## src/rtl/pipelined_adder_pkg.sv

```systemverilog
// Shared sizing helpers for the sliced pipelined adder: pipeline depth and
// the width of each slice (the last slice absorbs the remainder).
package pipelined_adder_pkg;

  function automatic int num_stages(input int width, input int slice);
    return (width + slice - 1) / slice;
  endfunction

  function automatic int slice_width(input int width, input int slice, input int k);
    int last;
    last = num_stages(width, slice) - 1;
    return (k == last) ? (width - last * slice) : slice;
  endfunction

endpackage

```

## src/rtl/adder_slice.sv

```systemverilog
// Combinational W-bit ripple slice: sum, carry out, and carry into the top bit
// (the latter feeds signed-overflow detection in the final stage).
module adder_slice #(
  parameter int W = 8
) (
  input  logic [W-1:0] x,
  input  logic [W-1:0] y,
  input  logic         ci,
  output logic [W-1:0] s,
  output logic         co,
  output logic         c_msb
);

  logic [W:0] full;

  assign full  = {1'b0, x} + {1'b0, y} + {{W{1'b0}}, ci};
  assign s     = full[W-1:0];
  assign co    = full[W];
  // Carry into bit W-1 recovered from the sum bit and its two operand bits.
  assign c_msb = s[W-1] ^ x[W-1] ^ y[W-1];

endmodule

```

## src/rtl/pipelined_adder.sv

```systemverilog
// Pipelined adder/subtractor: one slice per stage, carry registered between
// stages, global advance shared by every stage for valid/ready flow control.
module pipelined_adder
  import pipelined_adder_pkg::*;
#(
  parameter int WIDTH = 32,
  parameter int SLICE = 8
) (
  input  logic             clk,
  input  logic             rst,
  input  logic             in_valid,
  output logic             in_ready,
  input  logic [WIDTH-1:0] a,
  input  logic [WIDTH-1:0] b,
  input  logic             cin,
  input  logic             sub,
  output logic             out_valid,
  input  logic             out_ready,
  output logic [WIDTH-1:0] sum,
  output logic             cout,
  output logic             ovf
);

  localparam int STAGES = num_stages(WIDTH, SLICE);

  logic             adv;
  logic [WIDTH-1:0] b_eff;
  logic             c_eff;

  assign b_eff    = sub ? ~b : b;
  assign c_eff    = cin ^ sub;
  assign adv      = !out_valid || out_ready;
  assign in_ready = adv;

  genvar gi;
  for (gi = 0; gi < STAGES; gi++) begin : g_stage
    localparam int LO  = gi * SLICE;
    localparam int W   = slice_width(WIDTH, SLICE, gi);
    localparam int RES = LO + W;
    localparam int SW  = WIDTH - LO;
    localparam int REM = WIDTH - RES;

    // Unresolved operand bits entering this stage, LSB-aligned to its slice.
    logic [SW-1:0]  a_src;
    logic [SW-1:0]  b_src;
    logic           c_src;
    logic           v_src;
    logic [RES-1:0] sum_next;
    logic [W-1:0]   s;
    logic           co;
    logic           c_msb;

    logic           valid_reg;
    logic           carry_reg;
    logic [RES-1:0] sum_reg;

    adder_slice #(.W(W)) u_slice (
      .x     (a_src[W-1:0]),
      .y     (b_src[W-1:0]),
      .ci    (c_src),
      .s     (s),
      .co    (co),
      .c_msb (c_msb)
    );

    if (gi == 0) begin : g_head
      assign a_src    = a;
      assign b_src    = b_eff;
      assign c_src    = c_eff;
      assign v_src    = in_valid;
      assign sum_next = s;
    end else begin : g_body
      assign a_src    = g_stage[gi-1].g_keep.a_reg;
      assign b_src    = g_stage[gi-1].g_keep.b_reg;
      assign c_src    = g_stage[gi-1].carry_reg;
      assign v_src    = g_stage[gi-1].valid_reg;
      assign sum_next = {s, g_stage[gi-1].sum_reg};
    end

    always_ff @(posedge clk or posedge rst) begin
      if (rst) begin
        valid_reg <= 1'b0;
        carry_reg <= 1'b0;
        sum_reg   <= '0;
      end else if (adv) begin
        valid_reg <= v_src;
        if (v_src) begin
          carry_reg <= co;
          sum_reg   <= sum_next;
        end
      end
    end

    if (REM > 0) begin : g_keep
      logic [REM-1:0] a_reg;
      logic [REM-1:0] b_reg;
      // Only the final stage's top-bit carry is meaningful.
      logic           c_msb_unused;

      assign c_msb_unused = c_msb;

      always_ff @(posedge clk or posedge rst) begin
        if (rst) begin
          a_reg <= '0;
          b_reg <= '0;
        end else if (adv && v_src) begin
          a_reg <= a_src[SW-1:W];
          b_reg <= b_src[SW-1:W];
        end
      end
    end else begin : g_last
      logic ovf_reg;

      always_ff @(posedge clk or posedge rst) begin
        if (rst) begin
          ovf_reg <= 1'b0;
        end else if (adv && v_src) begin
          ovf_reg <= c_msb ^ co;
        end
      end
    end
  end

  assign out_valid = g_stage[STAGES-1].valid_reg;
  assign sum       = g_stage[STAGES-1].sum_reg;
  assign cout      = g_stage[STAGES-1].carry_reg;
  assign ovf       = g_stage[STAGES-1].g_last.ovf_reg;

endmodule

```

## config.mk

```make
export PLATFORM = sky130hd
export DESIGN_NAME = pipelined_adder
export DESIGN_NICKNAME = d
export VERILOG_FILES = /design/src/rtl/pipelined_adder_pkg.sv /design/src/rtl/adder_slice.sv /design/src/rtl/pipelined_adder.sv
export SDC_FILE = /design/constraint.sdc
export NUM_CORES = 1
export LEC_CHECK = 0
export BUFFER_PORTS_ARGS = -buffer_cell sky130_fd_sc_hd__buf_4
export CORE_MARGIN = 8
export CORE_UTILIZATION = 50
export DETAILED_ROUTE_END_ITERATION = 8
export GPL_ROUTABILITY_DRIVEN = 0
export GPL_TIMING_DRIVEN = 0
export PLACE_DENSITY = 0.73
export SLEW_MARGIN = 5
export SYNTH_ARGS = -nofsm -noshare
export SYNTH_HDL_FRONTEND = slang
export SYNTH_HIERARCHICAL = 1
export SYNTH_SLANG_ARGS = --single-unit
export TNS_END_PERCENT = 30
```

## constraint.sdc

```tcl
create_clock -name clk -period 8.1 [get_ports clk]
set_input_delay 1.62 -clock clk [delete_from_list [all_inputs] [get_ports clk]]
set_output_delay 1.62 -clock clk [all_outputs]
set_load 0.005 [all_outputs]
```

==> impl_results.md, run 1 <==
- Outcome: completed
- Die Y: 147.2 um
- DRC Markers: 0
- Most common cell after layout, fill and taps aside: dfrtp_1
- YS warnings: 6
- Relative max-transition margin: about 56%
- Total CTS buffers: 17
- Initial antenna violation count: 0
- Clk_skew: 0.008889 ns
- I/O pin count: 106
- Layout fillers: 1366
- GRT Residual Overflow: 0
- Post-DP Area: 9698 um^2
- Initial core utilization: just over 50%
- Final max-slew violation count: 0
- Remaining antenna violation count: 0
- Crit path DAT: 2.51 ns
- Avg Synthesized Cell Area: 13.60 um^2
- Critical path class: primary input to output pin
- # setup viols final: 0
- Vias in the first global route: just under 6000
- GRT Total Usage: 16.68%
- Worst-path clk slew: roughly 0.060 ns
- Starting DRT DRC Count: roughly 240
- 1st-pass router iterations: 4
- Detailed Place HPWL: 12900 um
- Area grow syn2layout: 19.97%
- Max_cap viols: 0
- PwrDens: 419.5 nW/um^2
- Most frequent cells in the layout: dfrtp_1, mux2_2, buf_4
- Clock latency on the worst-skew pair: 0.43 ns
- Hold buffer count at cts: 0
- Critical Path Source Type: primary input
- Worst-margin pin slew: 0.6602 ns
- Core footprint: 17060 um^2
- Final min period: 4.130 ns
- Leak: approximately 4.5 nW
- Worst Path Required: 6.48 ns
- Avg WL per Cell: 17.62 um
- Die Wd: ~150 um
- Fmax: between 0.2 and 0.25 GHz
- Clock sinks: between 150 and 200
- Worst Hold Class: register to register
- Crit-path max FO: 10
- Synth Cell Area: 8608 um^2
- Mapped Nets: 739
- ANT cells: 0
- Buffers on Ports: 103
- CTS Buffer Depth: 2
- RSZ-0062 raised after global routing: no
- CTS tree: yes
- Root buf cell: clkbuf_16
- First-pass GRT wire length: approximately 29000 um
- Area of the die: 21670 um^2
- Final Cycle Share: 50.99%
- Layout cells sized above 1: 43.82%
- CTS resizes: 0
- Fin area: a little over 10000 um^2
- Fin. Hold Viols: 0
- Worst vdd ir: 0.2027 mV
- Largest net degree at the start of global routing: 130
- R2R setup slack: 5.23 ns
- Post-CTS setup buffers: 0
- Vias: 5295
- Final Routed Wirelength: 17510 um
- Mapped Cells: 633
- Final Core Density: 60.55%
- H-tree Lvls: 4
- Final nets: approximately 860
- FP Rows: 48
- Crit. End Element: output pin
- Vias/cell: 5.327
-- per-stage QoR --
| stage | hold slack, ns | power (mW) | setup WS [ns] | cells | setup TNS (ns) |
|---|---|---|---|---|---|
| 2_1_floorplan | 0.4365 | 2.940 | 1.451 | 633 | 0 |
| 3_3_place_gp | 0.4682 | 3.367 | -0.2308 | 961 | -40.07 |
| 3_5_place_dp | 0.4645 | 3.482 | 3.690 | 962 | 0 |
| 4_1_cts | 0.4813 | 4.379 | 3.951 | 994 | 0 |
| 5_1_grt | 0.5146 | 4.629 | 3.881 | 994 | 0 |
| 6_report | 0.4731 | 4.333 | 3.970 | 994 | 0 |
-- per-layer routing --
layer / part of all wire (%) / vias up / routed length [um] / GRT usage, %
met5: 0 / - / 0 / 0
met4: 1.6 / 0 / 284 / 6.884
met3: 4.4 / 20 / 770 / 3.814
met2: 51 / 104 / 8944 / 28.76
met1: 43 / 2661 / 7514 / 19.70
li1: - / 2510 / - / -
-- worst max-delay path, cell delays in order --
cell      delay [ns]
buf_4           0.08
nand2b_4        0.11
buf_6           0.11
clkbuf_1        0.39
buf_4           0.20
-- cell type report --
cell class | instances | area (um^2) | share of cell area, %
Timing Repair Buffer | 104 | 800.8 | 7.754
Clock buffer | 21 | 460.4 | 4.458
Tap cell | 225 | 281.5 | 2.726
Clock inverter | 11 | 168.9 | 1.636
Inverter | 15 | 63.81 | 0.6179
Buffer | 29 | 177.7 | 1.720
Multi-Input combinational cell | 404 | 3745 | 36.26
Sequential cell | 185 | 4629 | 44.83
-- power breakdown --
group	switching (mW)	internal (mW)	leakage, nW
clock network	0.343	0.533	0.296
logic	0.817	1.03	2.06
registers	0.248	1.36	2.13
-- path summary, 6_finish.rpt --
kind,startpoint,to,cells after the start
worst max register to register,g_stage[2].g_keep.b_reg[0],ovf,8
worst min-delay path,g_stage[2].valid_reg,out_valid,2
max in group asynchronous,rst,g_stage[1].valid_reg,3
worst min register to register,g_stage[2].valid_reg,out_valid,2
worst max-delay path,out_ready,in_ready,5
min in group asynchronous,rst,sum[28],2
Note: power is estimated with default switching activity, not from simulation.
==> run 2: changes to the inputs <==
- clock period: 8.1 -> 3.83 ns (I/O delays scaled with it)
==> run 2 against run 1 <==
Register-to-register slack lost 4.2 ns. Largest cell class unchanged. Via count grew 1.1%. Worst hold slack lost 0.019 ns. Clock power grew 87%. Design area shrank 0.28%. Sequential cell count is the same. Die area is the same. Sequential power grew 110%. Utilization shrank 0.17 points.
==> impl_results.md, run 2 (same netlist as run 1, synthesis figures left out) <==
- Cell-internal power: 5.976 mW (was 2.925 mW)
- Relative max-transition margin: 52.56% (was 55.99%)
- Leak: 4.480 nW (was 4.492 nW)
- Met2 Usage GRT: 28.30% (was 28.76%)
- Worst Path Required: 4.14 ns (was 6.48 ns)
- Comb power frac: 43.7% (was 42.7%)
- 1st-pass router iterations: 4 (unchanged)
- Remaining antenna violation count: 0 (unchanged)
- R2R setup slack: 1.02 ns (was 5.23 ns)
- First-pass GRT wire length: 29240 um (was 28780 um)
- RSZ-0062 raised after global routing: no (unchanged)
- Vias in the first global route: 5888 (was 5851)
- Most frequent cells in the layout: dfrtp_1, mux2_2, buf_4 (unchanged)
- Non-filler cells, final: 998 (was 994)
- Core footprint: 17060 um^2 (unchanged)
- Worst vdd ir: 0.3753 mV (was 0.2027 mV)
- Post-Place Cells: 965 (was 962)
- CTS resizes: 0 (unchanged)
- PnR worst setup slack: 0.7571 ns (was 3.970 ns)
- Hold buffer count at cts: 0 (unchanged)
- FP Rows: 48 (unchanged)
- Outcome: completed (unchanged)
- Worst Hold Class: primary input to asynchronous set/reset pin (was register to register)
- Psw: 2.957 mW (was 1.408 mW)
- Area grow syn2layout: 19.64% (was 19.97%)
- Worst-margin pin slew: 0.7101 ns (was 0.6602 ns)
- Max_cap viols: 0 (unchanged)
- Met1 GRT Util: 20.59% (was 19.70%)
- Clk pwr share: 18.3% (was 20.2%)
- Setup TNS: 0 ns (unchanged)
- Critical path class: primary input to register (was primary input to output pin)
- Starting DRT DRC Count: 226 (was 237)
- Worst R2R Start: g_stage[2].g_keep.b_reg[0] (unchanged)
- Final min period: 3.073 ns
- Detailed Place HPWL: 13080 um (was 12900 um)
- Crit path DAT: 3.39 ns (was 2.51 ns)
- DP Worst Slack: 0.2919 ns (was 3.690 ns)
- Vias/cell: 5.363 (was 5.327)
- Die Wd: 147.2 um (unchanged)
- GRT Residual Overflow: 0 (unchanged)
- GR peak layer: met2 (unchanged)
- Fin. Hold Viols: 0 (unchanged)
- CTS Buffer Depth: 2 (unchanged)
- Fmax: 0.3254 GHz
- Most common cell after layout, fill and taps aside: dfrtp_1 (unchanged)
- Total power: 8.933 mW (was 4.333 mW)
- PwrDens: 867.4 nW/um^2 (was 419.5 nW/um^2)
- Crit-path max FO: 10 (unchanged)
- Sw Share: 33.10% (was 32.49%)
- Layout fillers: 1383 (was 1366)
- Initial core utilization: 50.47% (unchanged)
- Clock sinks: 185 (unchanged)
- Largest net degree at the start of global routing: 43 (was 130)
- Post-CTS setup buffers: 0 (unchanged)
- # setup viols final: 0 (unchanged)
- Root buf cell: clkbuf_16 (unchanged)
- Clk_skew: 0.008244 ns (was 0.008889 ns)
- Worst reg2reg endpoint: ovf (unchanged)
- Worst-path clk slew: 0.07 ns (was 0.06 ns)
- Crit. End Element: register (was output pin)
- Layout cells sized above 1: 43.78% (was 43.82%)
- Flop pwr share: 37.9% (was 37.1%)
- I/O pin count: 106 (unchanged)
- Final Routed Wirelength: 17480 um (was 17510 um)
- GRT Total Usage: 16.73% (was 16.68%)
- Buffers on Ports: 103 (unchanged)
- Initial antenna violation count: 1 (was 0)
- Vias: 5352 (was 5295)
- Final Cycle Share: 80.23%
- Critical Path Source Type: primary input (unchanged)
- H-tree Lvls: 4 (unchanged)
- Final max-slew violation count: 0 (unchanged)
- Die Y: 147.2 um (unchanged)
- Worst-case reg-to-reg path depth: 8 (unchanged)
- Avg WL per Cell: 17.52 um (was 17.62 um)
- Area of the die: 21670 um^2 (unchanged)
- Total CTS buffers: 17 (unchanged)
- Clock latency on the worst-skew pair: 0.42 ns (was 0.43 ns)
- M3 GR Usage: 3.507% (was 3.814%)
- Final nets: 865 (was 862)
- CTS tree: yes (unchanged)
- DRC Markers: 0 (unchanged)
## run 2: cell types whose count changed in the layout (fill, tap and decap cells not counted)
cell and delta:
buf_16 -1, clkbuf_8 -1, clkbuf_1 +2, clkinv_2 +1
clkinvlp_4 -1, diode_2 +1, buf_12 +4, inv_8 -1
clkinv_4 +3, bufinv_16 -3
## run 2: metal layers
metal / vias up / wire length [um]
li1: 2520 / -
met1: 2705 / 7725
met2: 102 / 8882
met3: 25 / 515
met4: 0 / 358
met5: - / 0
## run 2: final cells by class
cell class | count | area, um^2 | share of cell area (%)
tap | 225 | 281.5 | 2.734
clock inverter | 10 | 95.09 | 0.9233
timing repair buffer | 107 | 853.3 | 8.286
antenna | 1 | 2.502 | 0.02430
clock buffer | 22 | 454.2 | 4.410
sequential | 185 | 4629 | 44.95
multi-input combinational | 404 | 3745 | 36.36
buffer | 29 | 177.7 | 1.725
inverter | 15 | 60.06 | 0.5832
## run 2: power groups by stage
stage | clock (mW) | combinational [mW] | sequential, mW
2_1_floorplan | 0 | 2.95 | 3.27
3_3_place_gp | 0 | 3.74 | 3.39
4_1_cts | 1.68 | 3.95 | 3.40
3_5_place_dp | 0 | 3.92 | 3.43
5_1_grt | 1.76 | 4.31 | 3.50
6_report | 1.64 | 3.91 | 3.39
## run 2: worst max-delay path: stages
cell and delay, ns:
buf_2 0.19, buf_2 0.32, xor2_1 0.14, fa_1 0.50, fa_1 0.42, a21o_2 0.21, a21oi_2 0.21, o211ai_1 0.11
a31o_2 0.26, mux2_2 0.25
## run 2: how the worst max path moves through the flow
| stage | from | endpoint | slack, ns | depth (start not counted) |
|---|---|---|---|---|
| finish | sub | g_stage[0].carry_reg | 0.76 | 10 |
| global route | sub | g_stage[0].carry_reg | 0.62 | 10 |
| detailed placement | sub | g_stage[0].carry_reg | 0.29 | 10 |
| global placement | rst | g_stage[0].g_keep.a_reg[4] | -0.25 | 2 |
| floorplan | sub | g_stage[0].carry_reg | 0.56 | 10 |
| CTS | sub | g_stage[0].carry_reg | 0.75 | 10 |
## run 2: stage by stage
stage | hold slack, ns | util, % | cell area (um^2)
after floorplan | 0.4365 | - | 8612
after global placement | 0.4640 | 56.68 | 9667
after detailed placement | 0.4897 | 57.15 | 9747
after CTS | 0.4748 | 60.37 | 10300
after global routing | 0.5122 | 60.38 | 10300
final | 0.4540 | 60.38 | 10300
